`config.mk`:
```
export PLATFORM = sky130hd
export DESIGN_NAME = breath_sched_flat
export DESIGN_NICKNAME = d
export VERILOG_FILES = /design/src/rtl/breath_sched_pkg.sv /design/src/rtl/breath_sched_if.sv /design/src/rtl/breath_sched_pwm.sv /design/src/rtl/breath_sched.sv /design/src/flat_wrapper.sv
export SDC_FILE = /design/constraint.sdc
export NUM_CORES = 1
export LEC_CHECK = 0
export BUFFER_PORTS_ARGS = -buffer_cell sky130_fd_sc_hd__buf_2
export CELL_PAD_IN_SITES_DETAIL_PLACEMENT = 0
export CELL_PAD_IN_SITES_GLOBAL_PLACEMENT = 2
export CORE_MARGIN = 4
export CORE_UTILIZATION = 25
export DETAILED_ROUTE_END_ITERATION = 10
export PLACE_DENSITY = 0.67
export SLEW_MARGIN = 10
export SYNTH_ARGS = -nofsm -noshare
export SYNTH_HDL_FRONTEND = slang
export SYNTH_SLANG_ARGS = --single-unit
```
`constraint.sdc`:
```
create_clock -name clk -period 2.51 [get_ports clk]
set_input_delay 0.3765 -clock clk [delete_from_list [all_inputs] [get_ports clk]]
set_output_delay 0.3765 -clock clk [all_outputs]
set_load 0.02 [all_outputs]
```
`src/rtl/breath_sched_pkg.sv`:
```
// Shared encodings for the 4-LED breathing scheduler: mode codes, FSM states
// and the channel count.
package breath_pkg;

   localparam int NUM_LED = 4;

   localparam logic [1:0] MODE_OFF   = 2'b00;
   localparam logic [1:0] MODE_ALL   = 2'b01;
   localparam logic [1:0] MODE_CHASE = 2'b10;
   localparam logic [1:0] MODE_PING  = 2'b11;

   typedef enum logic [1:0] {
      ST_IDLE,
      ST_ALL,
      ST_CHASE,
      ST_PING
   } state_t;

   function automatic state_t mode_to_state(input logic [1:0] m);
      state_t st;
      case (m)
         MODE_ALL:   st = ST_ALL;
         MODE_CHASE: st = ST_CHASE;
         MODE_PING:  st = ST_PING;
         default:    st = ST_IDLE;
      endcase
      return st;
   endfunction

endpackage

```
`src/rtl/breath_sched_if.sv`:
```
// Control/status bundle between the board top and the breathing scheduler.
interface breath_sched_if;
   import breath_pkg::*;

   logic               en;
   logic [1:0]         mode;
   logic [NUM_LED-1:0] led;
   logic [1:0]         chan;
   logic               breath_done;

   modport master (output en, mode, input led, chan, breath_done);
   modport slave  (input en, mode, output led, chan, breath_done);
endinterface

```
`src/rtl/breath_sched_pwm.sv`:
```
// Shared breathing-PWM engine: tick prescaler, slot counter and triangular
// duty ramp. breath_done is a combinational strobe on the last frame edge.
module breath_pwm #(
   parameter int TICK_DIV  = 50,
   parameter int PWM_STEPS = 1000
) (
   input  logic clk,
   input  logic rst,
   input  logic clr,
   output logic pwm,
   output logic breath_done
);
   localparam int TW = (TICK_DIV > 1) ? $clog2(TICK_DIV) : 1;
   localparam int SW = $clog2(PWM_STEPS);
   localparam logic [TW-1:0] TICK_MAX = TW'(TICK_DIV - 1);
   localparam logic [SW-1:0] S_MAX    = SW'(PWM_STEPS - 1);
   localparam logic [SW-1:0] D_ONE    = SW'(1);

   logic [TW-1:0] r_tick;
   logic [SW-1:0] r_s;
   logic [SW-1:0] r_d;
   logic          r_down;
   logic          w_tick_wrap;
   logic          w_frame_end;

   assign w_tick_wrap = (r_tick == TICK_MAX);
   assign w_frame_end = w_tick_wrap && (r_s == S_MAX);

   always_ff @(posedge clk) begin
      if (rst || clr) begin
         r_tick <= '0;
         r_s    <= '0;
         r_d    <= '0;
         r_down <= 1'b0;
      end else begin
         r_tick <= w_tick_wrap ? '0 : r_tick + 1'b1;
         if (w_tick_wrap)
            r_s <= (r_s == S_MAX) ? '0 : r_s + 1'b1;
         // Duty only moves between frames so each frame has a stable level.
         if (w_frame_end) begin
            if (!r_down) begin
               if (r_d == S_MAX) begin
                  r_down <= 1'b1;
                  r_d    <= r_d - 1'b1;
               end else begin
                  r_d <= r_d + 1'b1;
               end
            end else if (r_d == D_ONE) begin
               r_down <= 1'b0;
               r_d    <= '0;
            end else begin
               r_d <= r_d - 1'b1;
            end
         end
      end
   end

   assign pwm         = (r_s < r_d);
   assign breath_done = w_frame_end && r_down && (r_d == D_ONE);

endmodule

```
`src/rtl/breath_sched.sv`:
```
// Mode FSM for the 4-LED breathing display: picks which LED the shared engine
// lights, steps the channel on breath boundaries, registers all outputs.
module breath_sched
   import breath_pkg::*;
#(
   parameter int TICK_DIV  = 50,
   parameter int PWM_STEPS = 1000
) (
   input  logic           clk,
   input  logic           rst,
   breath_sched_if.slave  bus
);
   state_t             r_state, w_state_next;
   logic [1:0]         r_chan, w_chan_next;
   logic               r_pdir_down, w_pdir_next;
   logic [NUM_LED-1:0] r_led, w_led_next;
   logic               r_done;
   logic               w_pwm;
   logic               w_strobe;
   logic               w_clr;

   assign w_clr = (r_state == ST_IDLE);

   breath_pwm #(
      .TICK_DIV  (TICK_DIV),
      .PWM_STEPS (PWM_STEPS)
   ) u_pwm (
      .clk         (clk),
      .rst         (rst),
      .clr         (w_clr),
      .pwm         (w_pwm),
      .breath_done (w_strobe)
   );

   always_comb begin
      w_state_next = r_state;
      w_chan_next  = r_chan;
      w_pdir_next  = r_pdir_down;
      w_led_next   = '0;

      case (r_state)
         ST_IDLE: begin
            if (bus.en && bus.mode != MODE_OFF) begin
               w_state_next = mode_to_state(bus.mode);
               w_chan_next  = 2'd0;
               w_pdir_next  = 1'b0;
            end
         end
         ST_ALL:  w_led_next = {NUM_LED{w_pwm}};
         default: w_led_next[r_chan] = w_pwm;
      endcase

      // Mode is only sampled here, so a breath is never cut short.
      if (r_state != ST_IDLE && w_strobe) begin
         if (bus.mode == MODE_OFF) begin
            w_state_next = ST_IDLE;
            w_chan_next  = 2'd0;
         end else if (mode_to_state(bus.mode) != r_state) begin
            w_state_next = mode_to_state(bus.mode);
            w_chan_next  = 2'd0;
            w_pdir_next  = 1'b0;
         end else if (r_state == ST_CHASE) begin
            w_chan_next = r_chan + 2'd1;
         end else if (r_state == ST_PING) begin
            if (!r_pdir_down) begin
               if (r_chan == 2'd3) begin
                  w_chan_next = 2'd2;
                  w_pdir_next = 1'b1;
               end else begin
                  w_chan_next = r_chan + 2'd1;
               end
            end else if (r_chan == 2'd0) begin
               w_chan_next = 2'd1;
               w_pdir_next = 1'b0;
            end else begin
               w_chan_next = r_chan - 2'd1;
            end
         end
      end

      if (!bus.en) begin
         w_state_next = ST_IDLE;
         w_chan_next  = 2'd0;
         w_led_next   = '0;
      end
   end

   always_ff @(posedge clk) begin
      if (rst) begin
         r_state     <= ST_IDLE;
         r_chan      <= 2'd0;
         r_pdir_down <= 1'b0;
         r_led       <= '0;
         r_done      <= 1'b0;
      end else begin
         r_state     <= w_state_next;
         r_chan      <= w_chan_next;
         r_pdir_down <= w_pdir_next;
         r_led       <= w_led_next;
         r_done      <= w_strobe;
      end
   end

   assign bus.led         = r_led;
   assign bus.chan        = r_chan;
   assign bus.breath_done = r_done;

endmodule
```
`src/flat_wrapper.sv`:
```
// flat-port wrapper written by rule: the top's interface ports become plain ports
module breath_sched_flat import breath_pkg::*;
#(
   parameter int TICK_DIV  = 50,
   parameter int PWM_STEPS = 1000
)
  (clk, rst, bus_en, bus_mode, bus_led, bus_chan, bus_breath_done);
  breath_sched_if bus_i ();
  input  logic clk;
  input  logic rst;
  input wire logic [$bits(bus_i.en)-1:0] bus_en;
  input wire logic [$bits(bus_i.mode)-1:0] bus_mode;
  output wire logic [$bits(bus_i.led)-1:0] bus_led;
  output wire logic [$bits(bus_i.chan)-1:0] bus_chan;
  output wire logic [$bits(bus_i.breath_done)-1:0] bus_breath_done;
  assign bus_i.en = bus_en;
  assign bus_i.mode = bus_mode;
  assign bus_led = bus_i.led;
  assign bus_chan = bus_i.chan;
  assign bus_breath_done = bus_i.breath_done;
  breath_sched #(.TICK_DIV(TICK_DIV), .PWM_STEPS(PWM_STEPS)) u_core (.clk(clk), .rst(rst), .bus(bus_i));
endmodule
```
### Word-level counts from Yosys, hierarchy flattened

Cells that the tools add are included.

| operators by class | value |
|---|---|
| reduce and logical (&&, ||, !) cells | 14 |
| bitwise gates (word level) | 2 |
| equality and inequality tests | 12 |
| add/sub/neg operators | 6 |
| $lt $le $gt $ge | 3 |
| mux-type cells | 38 |

Operator list:

| kind | number |
|---|---|
| $mux 10 | 4 |
| $mux 2 | 17 |
| $add 10x1->10 const B | 2 |
| $eq 10x10->1 const B | 2 |
| $mux 1 | 14 |
| $eq 10x1->1 const B | 1 |
| $eq 2x2->1 const B | 5 |
| $lt 10x10->1 | 1 |
| $sub 10x1->10 const B | 1 |
| $pmux 4 s2 | 1 |
| $add 6x1->6 const B | 1 |
| $eq 6x6->1 const B | 1 |
| $logic_and 1x1->1 | 6 |
| $logic_not 2->1 | 3 |
| $pmux 2 s3 | 1 |
| $and 4x4->4 | 1 |
| $eq 2x1->1 const B | 2 |
| $reduce_bool 2->1 | 2 |
| $reduce_or 2->1 | 2 |
| $lt 2x3->1 const B | 1 |
| $add 2x1->2 const B | 1 |
| $demux 1 s2 | 1 |
| $ge 2x1->1 const B | 1 |
| $ne 2x2->1 | 1 |
| other kinds (3) | 3 |

| storage, ports and cells | value |
|---|---|
| bits in registers | 37 |
| bits of input ports | 5 |
| output and inout bits | 7 |
| word-level logic and storage cells | 84 |

### Longest topological paths before layout

| logic depth | value |
|---|---|
| word-level depth | 11 |
| mapped depth | 8 |
| mapped depth without buffers | 7 |

### Cells and area by module

From an unflattened synthesis, not the netlist that was laid out.

| second synthesis, totals | value |
|---|---|
| cells, all modules | 303 |
| area, all modules | 2386.0 µm² |

Modules (own cells, without submodules):

| module | sequential area each (µm²) | instances | cells an instance | area each (µm²) |
|---|---|---|---|---|
| breath_pwm | 540.5 | 1 | 236 | 1809.2 |
| breath_sched | 200.2 | 1 | 67 | 576.8 |

### Worst setup path before layout

OpenSTA, ideal clock, no wires.

| timing path | value |
|---|---|
| kind | register to register |
| start point | reg u_core.u_pwm.r_s[0] |
| end point | reg u_core.u_pwm.r_d[5] |
| period minus slack after synthesis | 2.042 ns |
| required time | 2.388 ns |
| setup time | 0.122 ns |
| slack | 0.468 ns |
| data arrival time | 1.920 ns |
| stages on the path, launching flop included | 8 |
| path buffers | 1 |
| cells stage by stage | dfxtp_1 > ha_1 > nand2_1 > or4_2 > nor2_1 > buf_2 > o2111ai_1 > nor3b_1 |

| on the way | value |
|---|---|
| longest elaborated chain between the ends | 2 |

RTL lines:

| what | line | text |
|---|---|---|
| start: declaration | breath_sched_pwm.sv:20 | `logic [SW-1:0] r_s;` |
| start signal: assignment | breath_sched_pwm.sv:38 | `r_s <= (r_s == S_MAX) ? '0 : r_s + 1'b1;` |
| $eq 10x10->1 | breath_sched_pwm.sv:27 | `assign w_frame_end = w_tick_wrap && (r_s == S_MAX);` |
| $logic_and 1x1->1 | breath_sched_pwm.sv:27 |  |
| end signal: assignment | breath_sched_pwm.sv:44 | `r_d <= r_d - 1'b1;` |
| end signal: assignment | breath_sched_pwm.sv:46 | `r_d <= r_d + 1'b1;` |
| end signal: assignment | breath_sched_pwm.sv:52 | `r_d <= r_d - 1'b1;` |
| end: declaration | breath_sched_pwm.sv:21 | `logic [SW-1:0] r_d;` |

Every way passes these cells.
A chain may end at the register's enable or synchronous reset.

### Final worst setup path

Same ends and word-level chain as after synthesis.

==> flow_summary.ini <==
[routing]
drtPass1Iterations = 4
vias_per_cell = 4.979
wire_per_inst_um = 14.86
vias = 2330
drt_iter0_drc = 155
drcViolationCount = 0
ant_nets = 0
drt_wl_total_um = 6953

[placed_design]
dp_hpwl_um = 5171
post-place-ws_ns = 0.1730
dpl-instance-area_um2 = 2758
io_buffer_count = 11
gp_congestion = 0.8480

[floorplan]
die_area_um2 = 11600
fp-row-count = 36
ios = 12
die_w_um = 107.7
initial_core_util = 0.2555
die_h_um = 107.7
core-area_um2 = 9729

[cells_and_area]
final-seq-area_um2 = 740.7
multiInputGateArea_um2 = 1600
area_growth_pct = 14.39
drive_gt1_frac = 0.1493
nets = 358
fillers = 1084
diodes = 0
design_area_um2 = 2844

[grt]
grt_usage = 0.1240
grt_pass1_wl_um = 11580
grt_pass1_vias = 2190
grt_use_met3 = 0.02160
grt-ovfl-total = 0
antenna_found_initial = 0
gr-usage-met1 = 0.1718
grt_use_met2 = 0.1994
grt_max_degree = 21
grt.busiest_layer = met2

[synthesis]
syn_inst = 312
synthTopCellsByArea = dfxtp_1 (30%), ha_1 (9.6%), o21ai_0 (4.6%)
syn_avg_cell_area_um2 = 7.968
yosysWarnings = 0
synth_edf_count = 0
async_flop_share = 0
ys_types = 59
synthFlopType = dfxtp_1
ys_seq_elements = 37
post-synth-top-area-fraction = 0.2979
synth_nets = 336
syn_area_um2 = 2486
yosys.area.top_type = dfxtp_1
ys_seq_area_frac = 0.2979

[cts]
path_clk_slew_ns = 0.09
root_buffer = clkbuf_8
cts_sinks = 37
h-tree-depth = 2
numCtsBuffers = 5
clk_latency_ns = 0.29
cts_tree = done
holdBufCountCts = 0
cts_resized = 0
post_cts_buffers = 0
clockBufferDepth = 2

[power_and_ir_drop]
max-vdd-ir-drop_mv = 0.1436
power_density_nw_per_um2 = 376.6
power.leakage_uw = 0.0009974

[setup_path]
worstPathArrival_ns = 2.54
slowest_stage = or4_2
worstPathCellList = ha_1 -> nand2_1 -> or4_2 -> nor2_1 -> buf_4 -> o2111ai_1 -> nor3b_1
crit_fanout = 9
slowest_delay_ns = 0.72
end_kind = flip-flop
rr_worst_depth = 7
worstPathRequired_ns = 2.70
crit_type = reg2reg
startpoint_type = flip-flop

[outcome]
outcome = finished, final reports clean

[hold_path]
hp-class = in2reg
whs_path_depth = 2

[sta]
slew_headroom = 0.6275
rsz0062_at_grt = no
fin_skew_ns = 0.01336
period_needed_ns = 2.349
slew_viol_final = 0
worst_slack_ns = 0.1608
fin_crit_sh = 0.9359
finalSetupViolCount = 0
setup_tns_ns = 0
finalHoldViolCount = 0
max_freq_mhz = 425.7
worst_pin_slew_ns = 0.5537

[run]
drv_cap = 0
## stage by stage
stage                 util  total power (µW)  instances  hold WS, ns
floorplan                -             636.4        312       0.4295
global placement    0.2834             653.1        460       0.4458
detailed placement  0.2834             652.9        460       0.4591
CTS                 0.2923              1087        468       0.3202
global route        0.2923              1115        468       0.3147
finish              0.2923              1071        468       0.3276
## per-layer routing
layer  routed length [µm]  vias to the layer above
met4                    7                        0
li1                     -                     1174
met1                 3389                     1115
met2                 3290                       39
met3                  266                        2
met5                    0                        -
## worst paths after layout
path | startpoint | end | slack, ns
max | u_core.u_pwm.r_s[0] | u_core.u_pwm.r_d[5] | 0.16
min | rst | u_core.bus.breath_done | 0.33
max reg2reg | u_core.u_pwm.r_s[0] | u_core.u_pwm.r_d[5] | 0.16
min reg2reg | u_core.u_pwm.r_tick[0] | u_core.u_pwm.r_tick[0] | 0.47
## power breakdown
part / switching (µW) / internal [µW]
Clock: 240 / 192
Combinational: 29.8 / 15.3
Sequential: 4.66 / 589
Total: 274 / 797
## registers in the layout, indices dropped and copies added (netlist names)
signal,cells
u_core.bus.led,4
u_core.u_pwm.r_tick,6
u_core.u_pwm.r_down,1
u_core.bus.chan,2
u_core.bus.breath_done,1
u_core.u_pwm.r_s,10
u_core.r_state,2
u_core.u_pwm.r_d,10
u_core.r_pdir_down,1
## layout by cell type (no fill, tap or decap), drive strengths merged, types with 4 or more instances in the layout
| cell | instances |
|---|---|
| nand2 | 28 |
| ha | 19 |
| nor2 | 30 |
| o21ai | 24 |
| and3 | 7 |
| inv | 20 |
| o21a | 4 |
| a21oi | 15 |
| nor3 | 13 |
| nor4 | 7 |
| nand4 | 10 |
| dfxtp | 37 |
| xnor2 | 6 |
| a211o | 4 |
| buf | 27 |
| a211oi | 4 |
| clkbuf | 5 |
| nand3 | 14 |
| xor2 | 11 |
## synthesized netlist by cell type, types with 10 or more instances
master and instances:
dfxtp_1 37, xor2_1 11, nand2_1 28, ha_1 19, nand3_1 14, nand4_1 10
nor3_1 13, nor2_1 30, a21oi_1 14, inv_1 20, o21ai_0 23
## area by class of cell
type | instances | area share
inverter | 20 | 0.02640
clock inverter | 3 | 0.006159
timing repair buffer | 27 | 0.06159
multi-input combinational | 243 | 0.5627
sequential | 37 | 0.2604
tap | 133 | 0.05851
clock buffer | 5 | 0.02420
## critical path, delay by kind of cell (launching register included)
| kind | cells | cell delay, ns |
|---|---|---|
| buf+inv | 1 | 0.24 |
| compound gates | 1 | 0.11 |
| fa+ha+maj | 1 | 0.22 |
| simple gates | 4 | 1.29 |
| flops | 1 | 0.40 |
## cell families after synthesis
family / share of synthesized area
buffers and inverters: 0.05838
AOI/OAI and AO/OA: 0.1998
DFF: 0.2979
muxes: 0.004026
and+or+nand+nor: 0.2843
adders and majority gates: 0.09562
xor gates and xnor gates: 0.05989
Power figures use the tool's default switching activity.
